File: config.mk
export PLATFORM = sky130hd
export DESIGN_NAME = branch_hazard_ctrl_flat
export DESIGN_NICKNAME = d
export VERILOG_FILES = /design/src/rtl/branch_hazard_ctrl_if.sv /design/src/rtl/branch_hazard_ctrl.sv /design/src/flat_wrapper.sv
export SDC_FILE = /design/constraint.sdc
export NUM_CORES = 1
export LEC_CHECK = 0
export BUFFER_PORTS_ARGS = -buffer_cell sky130_fd_sc_hd__buf_2
export CORE_MARGIN = 8
export CORE_UTILIZATION = 45
export CTS_BUF_LIST = sky130_fd_sc_hd__clkbuf_2 sky130_fd_sc_hd__clkbuf_4 sky130_fd_sc_hd__clkbuf_8
export DETAILED_ROUTE_END_ITERATION = 7
export HOLD_SLACK_MARGIN = 0.02
export PLACE_DENSITY = 0.69
export REMOVE_ABC_BUFFERS = 1
export SLEW_MARGIN = 5
export SYNTH_ARGS = -nofsm -noshare
export SYNTH_HDL_FRONTEND = slang
export SYNTH_SLANG_ARGS = --single-unit
File: constraint.sdc
create_clock -name Clk -period 3.45 [get_ports Clk]
set_clock_uncertainty 0.1 [all_clocks]
set_input_delay 0.69 -clock Clk [delete_from_list [all_inputs] [get_ports Clk]]
set_output_delay 0.69 -clock Clk [all_outputs]
set_load 0.005 [all_outputs]
File: src/rtl/branch_hazard_ctrl_if.sv
// Branch hazard controller bundle.
// Groups the ID/EX/MEM hazard inputs, the comparator result and the redirect
// outputs of branch_hazard_ctrl so the pipeline can hand them over as one port.
//   master : pipeline side (drives ID/EX/MEM fields, BranchFlag, Kill; reads results)
//   slave  : controller side (reads hazard inputs; drives Stall/PCSrc/FlushIFID and counters)
interface branch_hazard_ctrl_if #(
  parameter int CNT_W  = 32,
  parameter int REG_AW = 5
);
  logic              ID_Branch;
  logic [3:0]        ID_AluOp;
  logic [REG_AW-1:0] ID_Rs;
  logic [REG_AW-1:0] ID_Rt;
  logic              EX_RegWrite;
  logic              EX_MemRead;
  logic [REG_AW-1:0] EX_Rd;
  logic              MEM_RegWrite;
  logic              MEM_MemRead;
  logic [REG_AW-1:0] MEM_Rd;
  logic              BranchFlag;
  logic              Kill;
  logic              Stall;
  logic              PCSrc;
  logic              FlushIFID;
  logic [CNT_W-1:0]  BranchCnt;
  logic [CNT_W-1:0]  TakenCnt;
  logic [CNT_W-1:0]  StallCnt;

  modport master (
    output ID_Branch, ID_AluOp, ID_Rs, ID_Rt,
    output EX_RegWrite, EX_MemRead, EX_Rd,
    output MEM_RegWrite, MEM_MemRead, MEM_Rd,
    output BranchFlag, Kill,
    input  Stall, PCSrc, FlushIFID, BranchCnt, TakenCnt, StallCnt
  );

  modport slave (
    input  ID_Branch, ID_AluOp, ID_Rs, ID_Rt,
    input  EX_RegWrite, EX_MemRead, EX_Rd,
    input  MEM_RegWrite, MEM_MemRead, MEM_Rd,
    input  BranchFlag, Kill,
    output Stall, PCSrc, FlushIFID, BranchCnt, TakenCnt, StallCnt
  );
endinterface

File: src/rtl/branch_hazard_ctrl.sv
// ID-stage branch resolution sequencer.
// Detects RAW hazards between the branch sources and EX/MEM producers, stalls
// IF/ID until the operands can be forwarded, then samples BranchFlag to drive
// the PC select and IF/ID flush. Keeps saturating branch/taken/stall counters.
// Ports:
//   Clk   : rising-edge clock
//   Reset : asynchronous active-low reset
//   bus   : branch_hazard_ctrl_if.slave (hazard inputs, BranchFlag, Kill,
//           Stall/PCSrc/FlushIFID and the three statistics counters)
module branch_hazard_ctrl #(
  parameter int CNT_W  = 32,
  parameter int REG_AW = 5
) (
  input logic                 Clk,
  input logic                 Reset,
  branch_hazard_ctrl_if.slave bus
);

  typedef enum logic [1:0] {
    IDLE    = 2'd0,
    WAIT    = 2'd1,
    RESOLVE = 2'd2
  } state_t;

  state_t           state, nextState;
  logic [1:0]       cnt, nextCnt;
  logic             usesRt;
  logic             hzExLd, hzExAlu, hzMemLd;
  logic [1:0]       hzN;
  logic             stall, resolve;
  logic [CNT_W-1:0] branchCnt, takenCnt, stallCnt;

  // Register 0 is hard-wired and never a real producer.
  function automatic logic regMatch(input logic [REG_AW-1:0] x,
                                    input logic [REG_AW-1:0] rs,
                                    input logic [REG_AW-1:0] rt,
                                    input logic              useRt);
    return (x != '0) && ((x == rs) || (useRt && (x == rt)));
  endfunction

  function automatic logic [CNT_W-1:0] satInc(input logic [CNT_W-1:0] v);
    return (&v) ? v : v + CNT_W'(1);
  endfunction

  // Only beq/bne compare two registers; every other op is rs-only.
  always_comb begin
    usesRt  = (bus.ID_AluOp == 4'b1011) || (bus.ID_AluOp == 4'b1100);
    hzExLd  = bus.EX_RegWrite && bus.EX_MemRead &&
              regMatch(bus.EX_Rd, bus.ID_Rs, bus.ID_Rt, usesRt);
    hzExAlu = bus.EX_RegWrite && !bus.EX_MemRead &&
              regMatch(bus.EX_Rd, bus.ID_Rs, bus.ID_Rt, usesRt);
    hzMemLd = bus.MEM_RegWrite && bus.MEM_MemRead &&
              regMatch(bus.MEM_Rd, bus.ID_Rs, bus.ID_Rt, usesRt);
    if (hzExLd)                 hzN = 2'd2;
    else if (hzExAlu || hzMemLd) hzN = 2'd1;
    else                        hzN = 2'd0;
  end

  always_ff @(posedge Clk or negedge Reset) begin
    if (!Reset) begin
      state <= IDLE;
      cnt   <= 2'd0;
    end else begin
      state <= nextState;
      cnt   <= nextCnt;
    end
  end

  // WAIT does not re-evaluate hazards: ID is frozen, so the stall length is
  // fixed when the branch is first seen in IDLE.
  always_comb begin
    nextState = state;
    nextCnt   = cnt;
    if (bus.Kill) begin
      nextState = IDLE;
      nextCnt   = 2'd0;
    end else begin
      case (state)
        IDLE: begin
          if (bus.ID_Branch && (hzN != 2'd0)) begin
            nextCnt   = hzN - 2'd1;
            nextState = (hzN == 2'd1) ? RESOLVE : WAIT;
          end
        end
        WAIT: begin
          nextCnt = cnt - 2'd1;
          if (cnt == 2'd1) nextState = RESOLVE;
        end
        RESOLVE: nextState = IDLE;
        default: nextState = IDLE;
      endcase
    end
  end

  // Outputs are gated by Reset so they drop immediately on an async reset,
  // even in the middle of a stall.
  always_comb begin
    stall   = 1'b0;
    resolve = 1'b0;
    if (Reset && !bus.Kill) begin
      case (state)
        IDLE: begin
          if (bus.ID_Branch) begin
            if (hzN == 2'd0) resolve = 1'b1;
            else             stall   = 1'b1;
          end
        end
        WAIT:    stall   = 1'b1;
        RESOLVE: resolve = 1'b1;
        default: ;
      endcase
    end
  end

  always_ff @(posedge Clk or negedge Reset) begin
    if (!Reset) begin
      branchCnt <= '0;
      takenCnt  <= '0;
      stallCnt  <= '0;
    end else begin
      if (resolve)                   branchCnt <= satInc(branchCnt);
      if (resolve && bus.BranchFlag) takenCnt  <= satInc(takenCnt);
      if (stall)                     stallCnt  <= satInc(stallCnt);
    end
  end

  assign bus.Stall     = stall;
  assign bus.PCSrc     = resolve && bus.BranchFlag;
  assign bus.FlushIFID = resolve && bus.BranchFlag;
  assign bus.BranchCnt = branchCnt;
  assign bus.TakenCnt  = takenCnt;
  assign bus.StallCnt  = stallCnt;

endmodule

File: src/flat_wrapper.sv
// flat-port wrapper written by rule: the top's interface ports become plain ports
module branch_hazard_ctrl_flat 
#(
  parameter int CNT_W  = 32,
  parameter int REG_AW = 5
)
  (Clk, Reset, bus_ID_Branch, bus_ID_AluOp, bus_ID_Rs, bus_ID_Rt, bus_EX_RegWrite, bus_EX_MemRead, bus_EX_Rd, bus_MEM_RegWrite, bus_MEM_MemRead, bus_MEM_Rd, bus_BranchFlag, bus_Kill, bus_Stall, bus_PCSrc, bus_FlushIFID, bus_BranchCnt, bus_TakenCnt, bus_StallCnt);
  branch_hazard_ctrl_if #(.CNT_W(CNT_W), .REG_AW(REG_AW)) bus_i ();
  input logic Clk;
  input logic Reset;
  input wire logic [$bits(bus_i.ID_Branch)-1:0] bus_ID_Branch;
  input wire logic [$bits(bus_i.ID_AluOp)-1:0] bus_ID_AluOp;
  input wire logic [$bits(bus_i.ID_Rs)-1:0] bus_ID_Rs;
  input wire logic [$bits(bus_i.ID_Rt)-1:0] bus_ID_Rt;
  input wire logic [$bits(bus_i.EX_RegWrite)-1:0] bus_EX_RegWrite;
  input wire logic [$bits(bus_i.EX_MemRead)-1:0] bus_EX_MemRead;
  input wire logic [$bits(bus_i.EX_Rd)-1:0] bus_EX_Rd;
  input wire logic [$bits(bus_i.MEM_RegWrite)-1:0] bus_MEM_RegWrite;
  input wire logic [$bits(bus_i.MEM_MemRead)-1:0] bus_MEM_MemRead;
  input wire logic [$bits(bus_i.MEM_Rd)-1:0] bus_MEM_Rd;
  input wire logic [$bits(bus_i.BranchFlag)-1:0] bus_BranchFlag;
  input wire logic [$bits(bus_i.Kill)-1:0] bus_Kill;
  output wire logic [$bits(bus_i.Stall)-1:0] bus_Stall;
  output wire logic [$bits(bus_i.PCSrc)-1:0] bus_PCSrc;
  output wire logic [$bits(bus_i.FlushIFID)-1:0] bus_FlushIFID;
  output wire logic [$bits(bus_i.BranchCnt)-1:0] bus_BranchCnt;
  output wire logic [$bits(bus_i.TakenCnt)-1:0] bus_TakenCnt;
  output wire logic [$bits(bus_i.StallCnt)-1:0] bus_StallCnt;
  assign bus_i.ID_Branch = bus_ID_Branch;
  assign bus_i.ID_AluOp = bus_ID_AluOp;
  assign bus_i.ID_Rs = bus_ID_Rs;
  assign bus_i.ID_Rt = bus_ID_Rt;
  assign bus_i.EX_RegWrite = bus_EX_RegWrite;
  assign bus_i.EX_MemRead = bus_EX_MemRead;
  assign bus_i.EX_Rd = bus_EX_Rd;
  assign bus_i.MEM_RegWrite = bus_MEM_RegWrite;
  assign bus_i.MEM_MemRead = bus_MEM_MemRead;
  assign bus_i.MEM_Rd = bus_MEM_Rd;
  assign bus_i.BranchFlag = bus_BranchFlag;
  assign bus_i.Kill = bus_Kill;
  assign bus_Stall = bus_i.Stall;
  assign bus_PCSrc = bus_i.PCSrc;
  assign bus_FlushIFID = bus_i.FlushIFID;
  assign bus_BranchCnt = bus_i.BranchCnt;
  assign bus_TakenCnt = bus_i.TakenCnt;
  assign bus_StallCnt = bus_i.StallCnt;
  branch_hazard_ctrl #(.CNT_W(CNT_W), .REG_AW(REG_AW)) u_core (.Clk(Clk), .Reset(Reset), .bus(bus_i));
endmodule
==> run_results.csv <==
group,metric,value,unit
sta,maxSlewHeadroom,55.78,%
grt,busiest_layer,"met2",
route,vias,4591,
cts,clk_latency,0.38,ns
placed_design,place_inst,808,
route,wl,13.77,mm
critical_path,cp_max_fo,4,
floorplanning,fp.dieW,126,um
route,drt-vias-per-instance,5.572,
layout,nets,709,
layout,diodes,0,
synth,yosysWarnings,0,
floorplanning,core_area,0.01191,mm2
critical_path,slowest_stage,"a211oi_1",
layout,stdcell_count,824,
pwr,p_per_area,377.6,mW/mm2
grt,overflow,0,
run_status,status,"completed",
layout,final_util,54.49,%
synth,ys_top_cells_by_area,"dfrtp_1, xor2_1, nand3_1",
pwr,irDropWorstVdd,217.7,uV
sta,hold_viol,0,
cts,path_clk_slew,0.10,ns
route,ant_nets,0,
route,wl_per_cell,16.71,um
grt,groute.usage.overall,17.31,%
synth,synthFlopType,"dfrtp_1",
critical_path,crit_chain,"buf_2 > nand4bb_1 > a211oi_1 > a22oi_1 > or2_4 > a31o_2 > and3_1 > buf_2",
critical_path,cp-end-kind,"primary output",
cts,cts_hold_buf,0,
placed_design,place_hpwl,10.46,mm
sta,rsz0062_at_grt,"false",
grt,grt_pass1_vias,4657,
cts,cts_tree,"yes",
synth,synth_cell_types,55,
layout,drive_gt1_share,26.44,%
route,dr.pass1.iters,4,
floorplanning,io_pins,132,
layout,syn_to_final_growth,19.19,%
synth,synth.avg_cell_area,10.07,um2
synth,postSynthCellCount,541,
synth,synth-edff-count,0,
layout,stdcell_area,0.006490,mm2
cts,post-cts-setup-buffers,0,
cts,cts_buffers,9,
critical_path,worstSetupPathType,"in -> out",
sta,min_period,3.180,ns
placed_design,gp_congestion,0.8699,
critical_path,cp.arrival,2.39,ns
route,remaining_drc_errors,0,
pwr,cellLeakagePower,0.003363,uW
floorplanning,std_cell_rows,40,
synth,synth.cell_area,0.005445,mm2
floorplanning,die_height,126,um
critical_path,cp.required,2.66,ns
synth,synth_top_cell_by_area,"dfrtp_1",
cts,cts_htree_levels,3,
sta,fin_crit_sh,92.16,%
cts,ctsResizeCount,0,
placed_design,place_area,0.006260,mm2
pwr,fin_total_pwr,2450,uW
critical_path,cpMostUsedCell,"buf_2",
grt,met2_usage,28.26,%
sta,final-setup-viol-count,0,
grt,grt_start_max_net_pins,33,
sta,slew_viol_final,0,
floorplanning,initial_core_util,45.71,%
critical_path,cp_slowest_stage_delay,0.32,ns
placed_design,io_buffers,131,
grt,gr-usage-met1,21.34,%
grt,gr-usage-met3,4.430,%
critical_path,startpoint_type,"input port",
grt,antenna_found_initial,0,
synth,yosys.area.top_type_share,45.96,%
synth,ys_ff_latch,100,
synth,yosysSeqAreaShare,45.96,%
cts,cts_max_path_buffers,2,
grt,grt_pass1_wl,22.73,mm
job,drv_cap,0,
floorplanning,dieArea,0.01588,mm2
route,dr.first_iter.drc_count,225,
sta,tightest_slew,0.6572,ns
worst_hold_path,hp-class,"in -> async",
synth,synth_async_sr_flop_share,100.0,%
cts,clkSinkCount,100,
cts,cts_root_buffer,"clkbuf_8",
sta,timing.fmax,314.5,MHz
-- sequential cells by signal, summed over array words and instances (netlist names) --
name	cells
u_core.bus.BranchCnt	32
u_core.bus.StallCnt	32
u_core.bus.TakenCnt	32
u_core.cnt	2
u_core.state	2
-- final cells by class --
cell class	count	area, um2
fill	1035	5421
multi-input combinational	410	2786
sequential	100	2502
timing repair buffer	142	753.2
tap	147	183.9
clock buffer	11	145.1
clock inverter	5	85.08
inverter	9	33.78
-- metal layers --
metal	share of wire, %	vias to the layer above
li1	-	2196
met1	45	2253
met2	48	123
met3	5.5	19
met4	2.0	0
met5	0	-
-- through the flow --
stage	hold slack, ns	setup TNS, ns	setup WS, ns
floorplan	0.2944	-1.094	-0.04591
global placement	0.3691	0	0.3377
detailed placement	0.3710	0	0.2721
CTS	0.08409	0	0.2684
global route	0.1000	0	0.1859
finish	0.1034	0	0.2703
-- cells by family after synthesis --
family | count (synthesis) | synth area share [%]
simple gates | 269 | 28.15
fa+ha+maj | 4 | 0.9192
mux | 5 | 1.011
xor+xnor | 112 | 18.01
compound gates | 20 | 2.918
flops | 100 | 45.96
buf+inv | 31 | 3.033
-- worst paths after layout --
| kind | cells after the start | slack [ns] | to | startpoint |
|---|---|---|---|---|
| max | 8 | 0.27 | bus_FlushIFID | bus_ID_AluOp[1] |
| min | 1 | 0.10 | u_core.bus.BranchCnt[25] | Reset |
| max reg2reg | 8 | 0.83 | u_core.bus.TakenCnt[6] | u_core.bus.TakenCnt[0] |
| min reg2reg | 1 | 0.39 | u_core.bus.TakenCnt[31] | u_core.bus.TakenCnt[31] |
| max in group asynchronous | 2 | 2.42 | u_core.bus.StallCnt[9] | Reset |
| min in group Clk | 1 | 0.39 | u_core.bus.TakenCnt[31] | u_core.bus.TakenCnt[31] |
-- where the power goes --
part | switching [uW] | internal [uW] | total [uW]
Clock | 414 | 439 | 853
Combinational | 151 | 137 | 288
Sequential | 80.5 | 1230 | 1310
-- Yosys cell counts, drive strengths merged, types with 3 or more instances --
master,number
or4,4
inv,9
nand2,36
xor2,85
and3,17
and4,3
a211oi,3
or3,6
nor3b,3
o21ai,4
or2,4
buf,13
dfrtp,100
ha,4
nand4,27
clkbuf,9
nor3,44
xnor2,27
mux2,4
nor4,29
nor2,28
nand3,52
nor4b,8
-- critical path, delay by kind of cell --
family                 cells  cell delay [ns]
buffers and inverters      2             0.23
AOI/OAI and AO/OA          3             0.76
and+or+nand+nor            3             0.71
-- cell usage in the layout (no fill, tap or decap), types with 4 or more instances in the layout --
cell type  instances
nor3_1            42
dfrtp_1          100
xor2_1            85
clkbuf_8          10
inv_1              8
nand2_1           36
nor4b_1            5
nand4_1           27
or3_1              6
nor2_1            28
and3_1            17
nor4_1            26
nand3_1           51
ha_1               4
buf_4             11
xnor2_1           27
buf_2            130
No activity file was read; power rests on OpenSTA's default activity.
